==> src/rtl/adder_pkg.sv <==
// Shared types and parameter checks for the digit-serial adder.
// Pure declarations: no latency, no backpressure.
package adder_pkg;

    typedef enum logic [1:0] {
        IDLE = 2'd0,
        BUSY = 2'd1,
        DONE = 2'd2
    } state_t;

    // A legal geometry splits the operand into a whole number of digits.
    function automatic bit width_legal(int width, int digit);
        return (digit >= 1) && (width > 0) && ((width % digit) == 0);
    endfunction

endpackage

==> src/rtl/digit_adder.sv <==
// DIGIT-bit ripple-carry adder slice; also reports the carry into its MSB.
// Purely combinational: zero latency, no backpressure.
module digit_adder #(
    parameter int DIGIT = 1
) (
    input  logic [DIGIT-1:0] a,
    input  logic [DIGIT-1:0] b,
    input  logic             ci,
    output logic [DIGIT-1:0] sum,
    output logic             co,
    output logic             c_msb
);

    always_comb begin
        logic cy;
        cy    = ci;
        c_msb = ci;
        sum   = '0;
        for (int i = 0; i < DIGIT; i++) begin
            c_msb  = cy;
            sum[i] = a[i] ^ b[i] ^ cy;
            cy     = (a[i] & b[i]) | (cy & (a[i] ^ b[i]));
        end
        co = cy;
    end

endmodule

==> src/rtl/serial_adder.sv <==
// Digit-serial add/subtract of two WIDTH-bit operands, DIGIT bits per cycle.
// Latency: WIDTH/DIGIT cycles in BUSY; result held in DONE until out_ready.
// Backpressure: in_ready low while busy or holding a result; one op in flight.
module serial_adder
    import adder_pkg::*;
#(
    parameter int WIDTH = 8,
    parameter int DIGIT = 1
) (
    input  logic             clk,
    input  logic             rst_n,
    input  logic             in_valid,
    output logic             in_ready,
    input  logic [WIDTH-1:0] a,
    input  logic [WIDTH-1:0] b,
    input  logic             carry_in,
    input  logic             sub,
    output logic             out_valid,
    input  logic             out_ready,
    output logic [WIDTH-1:0] out_sum,
    output logic             out_carry,
    output logic             out_overflow
);

    localparam int STEPS = (DIGIT >= 1) ? (WIDTH / DIGIT) : 1;
    localparam int CW    = (STEPS > 1) ? $clog2(STEPS) : 1;

    generate
        if (!width_legal(WIDTH, DIGIT)) begin : g_bad_geometry
            $error("serial_adder: WIDTH must be a positive multiple of DIGIT >= 1");
        end
    endgenerate

    state_t            state_q, state_d;
    logic [CW-1:0]     cnt_q;
    logic [WIDTH-1:0]  a_q, b_q, res_q;
    logic              carry_q;
    logic              in_ready_q, out_valid_q;
    logic [WIDTH-1:0]  out_sum_q;
    logic              out_carry_q, out_ovf_q;

    logic [DIGIT-1:0]       dsum;
    logic                   dco, dmsb;
    logic [WIDTH+DIGIT-1:0] res_cat;
    logic [WIDTH-1:0]       res_next;
    logic                   last_step, handshake;

    digit_adder #(.DIGIT(DIGIT)) u_digit (
        .a     (a_q[DIGIT-1:0]),
        .b     (b_q[DIGIT-1:0]),
        .ci    (carry_q),
        .sum   (dsum),
        .co    (dco),
        .c_msb (dmsb)
    );

    // New digit enters at the MSB end, so after STEPS shifts bit 0 lands at bit 0.
    assign res_cat   = {dsum, res_q};
    assign res_next  = res_cat[WIDTH+DIGIT-1:DIGIT];
    assign last_step = (cnt_q == CW'(STEPS - 1));
    assign handshake = in_valid && in_ready_q;

    always_comb begin
        state_d = state_q;
        case (state_q)
            IDLE:    if (handshake) state_d = BUSY;
            BUSY:    if (last_step) state_d = DONE;
            DONE:    if (out_ready) state_d = IDLE;
            default: state_d = IDLE;
        endcase
    end

    always_ff @(posedge clk or negedge rst_n) begin
        if (!rst_n) begin
            state_q     <= IDLE;
            cnt_q       <= '0;
            a_q         <= '0;
            b_q         <= '0;
            res_q       <= '0;
            carry_q     <= 1'b0;
            in_ready_q  <= 1'b0;
            out_valid_q <= 1'b0;
            out_sum_q   <= '0;
            out_carry_q <= 1'b0;
            out_ovf_q   <= 1'b0;
        end else begin
            state_q    <= state_d;
            in_ready_q <= (state_d == IDLE);
            case (state_q)
                IDLE: begin
                    if (handshake) begin
                        a_q     <= a;
                        b_q     <= sub ? ~b : b;
                        carry_q <= sub | carry_in;
                        cnt_q   <= '0;
                    end
                end
                BUSY: begin
                    a_q     <= a_q >> DIGIT;
                    b_q     <= b_q >> DIGIT;
                    res_q   <= res_next;
                    carry_q <= dco;
                    cnt_q   <= cnt_q + CW'(1);
                    if (last_step) begin
                        out_sum_q   <= res_next;
                        out_carry_q <= dco;
                        out_ovf_q   <= dco ^ dmsb;
                        out_valid_q <= 1'b1;
                    end
                end
                DONE: begin
                    if (out_ready) out_valid_q <= 1'b0;
                end
                default: ;
            endcase
        end
    end

    assign in_ready     = in_ready_q;
    assign out_valid    = out_valid_q;
    assign out_sum      = out_sum_q;
    assign out_carry    = out_carry_q;
    assign out_overflow = out_ovf_q;

endmodule

==> config.mk <==
export PLATFORM = sky130hd
export DESIGN_NAME = serial_adder
export DESIGN_NICKNAME = d
export VERILOG_FILES = /design/src/rtl/adder_pkg.sv /design/src/rtl/digit_adder.sv /design/src/rtl/serial_adder.sv
export SDC_FILE = /design/constraint.sdc
export NUM_CORES = 1
export LEC_CHECK = 0
export CAP_MARGIN = 20
export CORE_MARGIN = 1
export CORE_UTILIZATION = 40
export DETAILED_ROUTE_END_ITERATION = 12
export PLACE_DENSITY_LB_ADDON = 0.1
export SLEW_MARGIN = 5
export SYNTH_ARGS = -nofsm -noshare
export SYNTH_HDL_FRONTEND = slang
export SYNTH_SLANG_ARGS = --single-unit
export TNS_END_PERCENT = 5
==> constraint.sdc <==
create_clock -name clk -period 1.6 [get_ports clk]
set_input_delay 0.32 -clock clk [delete_from_list [all_inputs] [get_ports clk]]
set_output_delay 0.32 -clock clk [all_outputs]
set_load 0.05 [all_outputs]
Yosys cells after proc, flatten, opt, wreduce, memory -nomap -nowiden --
Cells that the tools add are included.
Cells by class: bitwise operators 8, equal/unequal tests 6, reductions and logical operators 8, mux-type cells 16, add/sub/neg operators 1
Operators by type and width (count):
- $pmux W8 S2 | 2
- $mux W8 | 3
- $not A8 Y8 | 1
- $mux W2 | 3
- $ne A2 B2 Y1 const B | 3
- $pmux W2 S3 | 1
- $pmux W3 S2 | 1
- $logic_not A2 Y1 | 2
- $pmux W1 S2 | 2
- $reduce_and A2 Y1 | 2
- $reduce_bool A2 Y1 | 2
- $add A3 B1 Y3 const B | 1
- $eq A3 B3 Y1 const B | 1
- $mux W1 | 3
- $mux W3 | 1
- $reduce_and A3 Y1 | 1
- $xor A1 B1 Y1 | 3
- $and A1 B1 Y1 | 2
- $eq A2 B1 Y1 const B | 1
- $eq A2 B2 Y1 const B | 1
- $or A1 B1 Y1 | 2
- $logic_and A1 B1 Y1 | 1
Storage, ports and cells: input port bits 22, register bits 42, output and inout bits 12, logic and storage cells 50

Depth between registers and ports, before layout --
word-level depth 4, gate-level depth with buffers 6, mapped depth without buffers 5

Cells and area by module --
Synthesis repeated with hierarchy kept, for this count alone.
Second synthesis, totals: cell total of the unflattened synthesis 165, area total of the unflattened synthesis 1810.5 um^2
Modules (own cells, without submodules):
- serial_adder | area each 1783.0 um^2, times used 1, sequential area each 1026.0 um^2, cells an instance 163
- digit_adder | area each 27.5 um^2, times used 1, sequential area each 0.0 um^2, cells an instance 2

Worst setup path before layout --
OpenSTA, ideal clock, no wires.
path type flip-flop to flip-flop, start point reg in_ready_q (netlist: in_ready), end point reg b_q[0], library setup time 126 ps, period minus slack after synthesis 1609 ps, cell stages (with the launch flop) 5, setup slack -9 ps, buffers on the path 1, arrival 1483 ps, required time 1474 ps, cells stage by stage dfrtp_1 a21oi_2 or2_1 buf_6 a221o_2
On the way: longest elaborated chain between the ends 3
RTL lines:
- start: declaration | RTL line serial_adder.sv:38 | logic in_ready_q, out_valid_q;
- start signal: assignment | RTL line serial_adder.sv:88 | in_ready_q <= (state_d == IDLE);
- $logic_and A1 B1 Y1 | RTL line serial_adder.sv:61 | assign handshake = in_valid && in_ready_q;
- $ne A2 B2 Y1 (no source line)
- $reduce_and A2 Y1 (no source line)
- end signal: assignment | RTL line serial_adder.sv:93 | b_q <= sub ? ~b : b;
- end signal: assignment | RTL line serial_adder.sv:100 | b_q <= b_q >> DIGIT;
- end: declaration | RTL line serial_adder.sv:36 | logic [WIDTH-1:0] a_q, b_q, res_q;
Every way passes these cells. A chain may end at the register's enable or synchronous reset.

Worst setup path in the final report --
start point reg cnt_q[1], end point reg out_sum_q[3] (netlist: out_sum[3])
On the way: longest elaborated chain between the ends 2
RTL lines:
- start: declaration | RTL line serial_adder.sv:35 | logic [CW-1:0] cnt_q;
- start signal: assignment | RTL line serial_adder.sv:103 | cnt_q <= cnt_q + CW'(1);
- $eq A3 B3 Y1 | RTL line serial_adder.sv:60 | assign last_step = (cnt_q == CW'(STEPS - 1));
- $reduce_and A2 Y1 (no source line)
- end signal: assignment | RTL line serial_adder.sv:105 | out_sum_q <= res_next;
- end: declaration | RTL line serial_adder.sv:39 | logic [WIDTH-1:0] out_sum_q;
Every way passes these cells.

==> flow_summary_export.csv <==
group,metric,value,unit
run_status,outcome,"complete, no violations",
floorplanning,die_area,4860,um2
clock_network,clock_sink_count,41,
finish,area.growth.synth_to_final,32.7,%
placed_design,hpwl,2460,um
global_routing,gr-total-overflow,0,
sta,grt_setup_unrepaired,"true",
yosys,synth_enable_flop_cells,0,
hold_path,timing.hold.worst.class,"input port to async pin",
yosys,post-synth-top-area-fraction,0.559,
flow_run,maxCapViolations,0,
finish,most-common-layout-cells,"40 x sky130_fd_sc_hd__dfrtp_1, 31 x sky130_fd_sc_hd__nand2_1, 21 x sky130_fd_sc_hd__buf_4, 20 x sky130_fd_sc_hd__clkdlybuf4s50_1, 13 x sky130_fd_sc_hd__nor2_1",
yosys,postSynthCellCount,165,
setup_path,r2r_cells,5,
floorplanning,floorplan.rows,24,
sta,finalSetupViolations,0,
sta,final-max-slew-violation-count,0,
detailed_routing,drt_wl_total,3740,um
sta,fin_worst_skew,5.20,ps
clock_network,max-clock-path-buffers,2,
detailed_routing,wl_per_cell,14.2,um
floorplanning,floorplan.die.width,69.7,um
floorplanning,core,4380,um2
setup_path,end_kind,"register",
clock_network,clock-root-buffer,"sky130_fd_sc_hd__clkbuf_8",
yosys,synth_flop_cell,"sky130_fd_sc_hd__dfrtp_1",
sta,timing.final.crit_share,0.979,
setup_path,timing.rr.start,"cnt_q[1]$_DFFE_PN0P_",
floorplanning,starting_utilization_of_the_core_area,0.419,
sta,final_hold_viol_count,0,
setup_path,timing.critical_path.required,1780,ps
placed_design,routabilityCongestion,0.697,
setup_path,critPathKind,"register to register",
setup_path,cp_data_arrival_time,1750,ps
setup_path,worstPathMaxFanout,5,
clock_network,cts_made_buffers,5,
floorplanning,floorplan.io_pins,34,
yosys,synth_top_cells_by_area,"sky130_fd_sc_hd__dfrtp_1 56%, sky130_fd_sc_hd__nand2_1 6.3%, sky130_fd_sc_hd__mux2_2 5.5%",
yosys,syn_nets,190,
global_routing,grt_first_pass_wirelength,6330,um
yosys,synth.yosys.warnings,0,
yosys,synthesis.area_per_instance,11.1,um2
clock_network,worst_setup_hold_path_clk_slew,80,ps
detailed_routing,drt_first_pass_iters,4,
clock_network,clock_latency_at_the_later_pin_of_the_worst_skew_pair,290,ps
finish,n_antenna_cell,0,
floorplanning,fp.dieH,69.7,um
finish,most_frequent_standard_cell_in_the_layout_excluding_fill_and_tap_cells,"sky130_fd_sc_hd__dfrtp_1",
global_routing,grt_max_degree,26,
pwr,power.density,1900,nW/um2
pwr,ir_drop,0.745,mV
finish,finish.net_count,236,
yosys,yosys_register_bits,41,
placed_design,placement.setup.worst_slack,-120,ps
yosys,post-synth-top-area-cell,"sky130_fd_sc_hd__dfrtp_1",
finish,proportion_of_layout_cells_with_a_drive_suffix_above_1,0.278,
clock_network,level_count_of_the_clock_h_tree,2,
detailed_routing,detail-route-antenna-nets,0,
yosys,synth_cell_types,27,
global_routing,grt_pass1_vias,1290,
sta,slew-limit-headroom,0.660,
setup_path,timing.reg2reg.setup_slack,30,ps
placed_design,port-buffer-count,33,
detailed_routing,drc,0,
yosys,synth_sequential_area_ratio,0.559,
yosys,postSynth.asyncResetShare,1.00,
sta,finalWorstSetupSlack,33.7,ps
detailed_routing,detail_route.iter0.violations,65,
sta,timing.fmax,638,MHz
sta,worst_hold_slack_across_all_endpoints,482,ps
global_routing,global_route.usage.total,0.166,
detailed_routing,vias_per_cell,5.13,
setup_path,worst_r2r_endpoint,"out_sum[3]$_DFFE_PN0P_",
pwr,lkg_pwr,1.13,nW
clock_network,cts_tree,"yes",
detailed_routing,detailroute.via_count,1355,
setup_path,startpoint_type,"register",
yosys,post_synthesis_instance_area,1840,um2
global_routing,grt_antenna_before_repair,0,
sta,timing_worst_slew_pin_value,510,ps
sta,fin_crit,1570,ps
## sequential cells by signal, summed over array words and instances, names as in the netlist
signal / cells
out_overflow: 1
out_sum: 8
in_ready: 1
a_q: 8
state_q: 2
cnt_q: 3
res_q: 7
out_carry: 1
b_q: 8
out_valid: 1
carry_q: 1
## worst max-delay path: stages (launching register included)
cell	delay (ps)
sky130_fd_sc_hd__dfrtp_1	390
sky130_fd_sc_hd__ha_2	200
sky130_fd_sc_hd__ha_4	160
sky130_fd_sc_hd__nand3b_1	200
sky130_fd_sc_hd__clkbuf_16	190
sky130_fd_sc_hd__mux2_2	320
## worst max path at each step
| stage | startpoint | end | cells past startpoint |
|---|---|---|---|
| 6_report | cnt_q[1]$_DFFE_PN0P_ | out_sum[3]$_DFFE_PN0P_ | 5 |
| 5_1_grt | cnt_q[1]$_DFFE_PN0P_ | out_sum[5]$_DFFE_PN0P_ | 5 |
| 4_1_cts | cnt_q[0]$_DFFE_PN0P_ | out_sum[2]$_DFFE_PN0P_ | 5 |
| 3_5_place_dp | in_valid | b_q[1]$_DFFE_PN0P_ | 4 |
| 3_3_place_gp | in_valid | b_q[5]$_DFFE_PN0P_ | 4 |
| 2_1_floorplan | cnt_q[0]$_DFFE_PN0P_ | out_carry$_DFFE_PN0P_ | 5 |
## cell usage after synthesis, types with 2 or more instances
master and count:
sky130_fd_sc_hd__dfrtp_1 41, sky130_fd_sc_hd__nand2_1 31, sky130_fd_sc_hd__nor2_1 13, sky130_fd_sc_hd__o21ai_0 10, sky130_fd_sc_hd__mux2_2 9, sky130_fd_sc_hd__xnor2_1 9, sky130_fd_sc_hd__a221o_2 8, sky130_fd_sc_hd__a22oi_1 7
sky130_fd_sc_hd__inv_1 7, sky130_fd_sc_hd__a21oi_1 4, sky130_fd_sc_hd__nand3_1 4, sky130_fd_sc_hd__buf_2 3, sky130_fd_sc_hd__buf_6 3, sky130_fd_sc_hd__clkbuf_1 2, sky130_fd_sc_hd__ha_1 2
## kinds of logic (layout without fill, tap and decap cells)
logic type,count (synthesis),count (layout),share of synthesized area
and+or+nand+nor,54,54,0.137
DFF,41,41,0.559
AOI/OAI and AO/OA,32,32,0.130
buffers and inverters,17,64,0.0518
xor gates and xnor gates,9,9,0.0429
muxes,9,9,0.0552
adders and majority gates,3,3,0.0245
## repair_timing
action                                 CTS  global route
setup endpoints to repair                0             9
gates resized for setup                  0             3
setup buffers                            0             6
hold buffers                             1             0
endpoints found under the hold margin   16             0
## area by class of cell
type	instances	area, um2
fill	385	1950
sequential	41	1030
multi-input combinational	107	729
timing repair buffer	49	498
clock buffer	5	68.8
tap	52	65.1
inverter	7	26.3
clock inverter	3	21.3
## where the power goes
| group | internal [W] | leakage, nW | switching, W | total (W) |
|---|---|---|---|---|
| sequential | 0.00147 | 0.531 | 0.000328 | 0.00180 |
| clock | 0.000310 | 0.0445 | 0.000384 | 0.000694 |
| combinational | 0.000975 | 0.558 | 0.00116 | 0.00214 |
## routing by layer
metal  track usage  routed length (um)  vias to the layer above
met5             0                   0                        -
met2         0.256                1730                       33
met1         0.225                1780                      664
met3        0.0494                 170                        5
li1              -                   -                      653
met4        0.0533                  53                        0
## stage by stage
step	std cells	setup TNS [ps]	instance area [um2]	utilization	power (W)
5_1_grt	264	-8.78	2440	0.556	0.00497
3_5_place_dp	248	-1180	2250	0.513	0.00386
6_report	264	0	2440	0.556	0.00463
3_3_place_gp	248	-680	2250	0.513	0.00380
2_1_floorplan	165	0	1840	-	0.00319
4_1_cts	257	0	2350	0.536	0.00456
(Power assumes the default switching activity.)
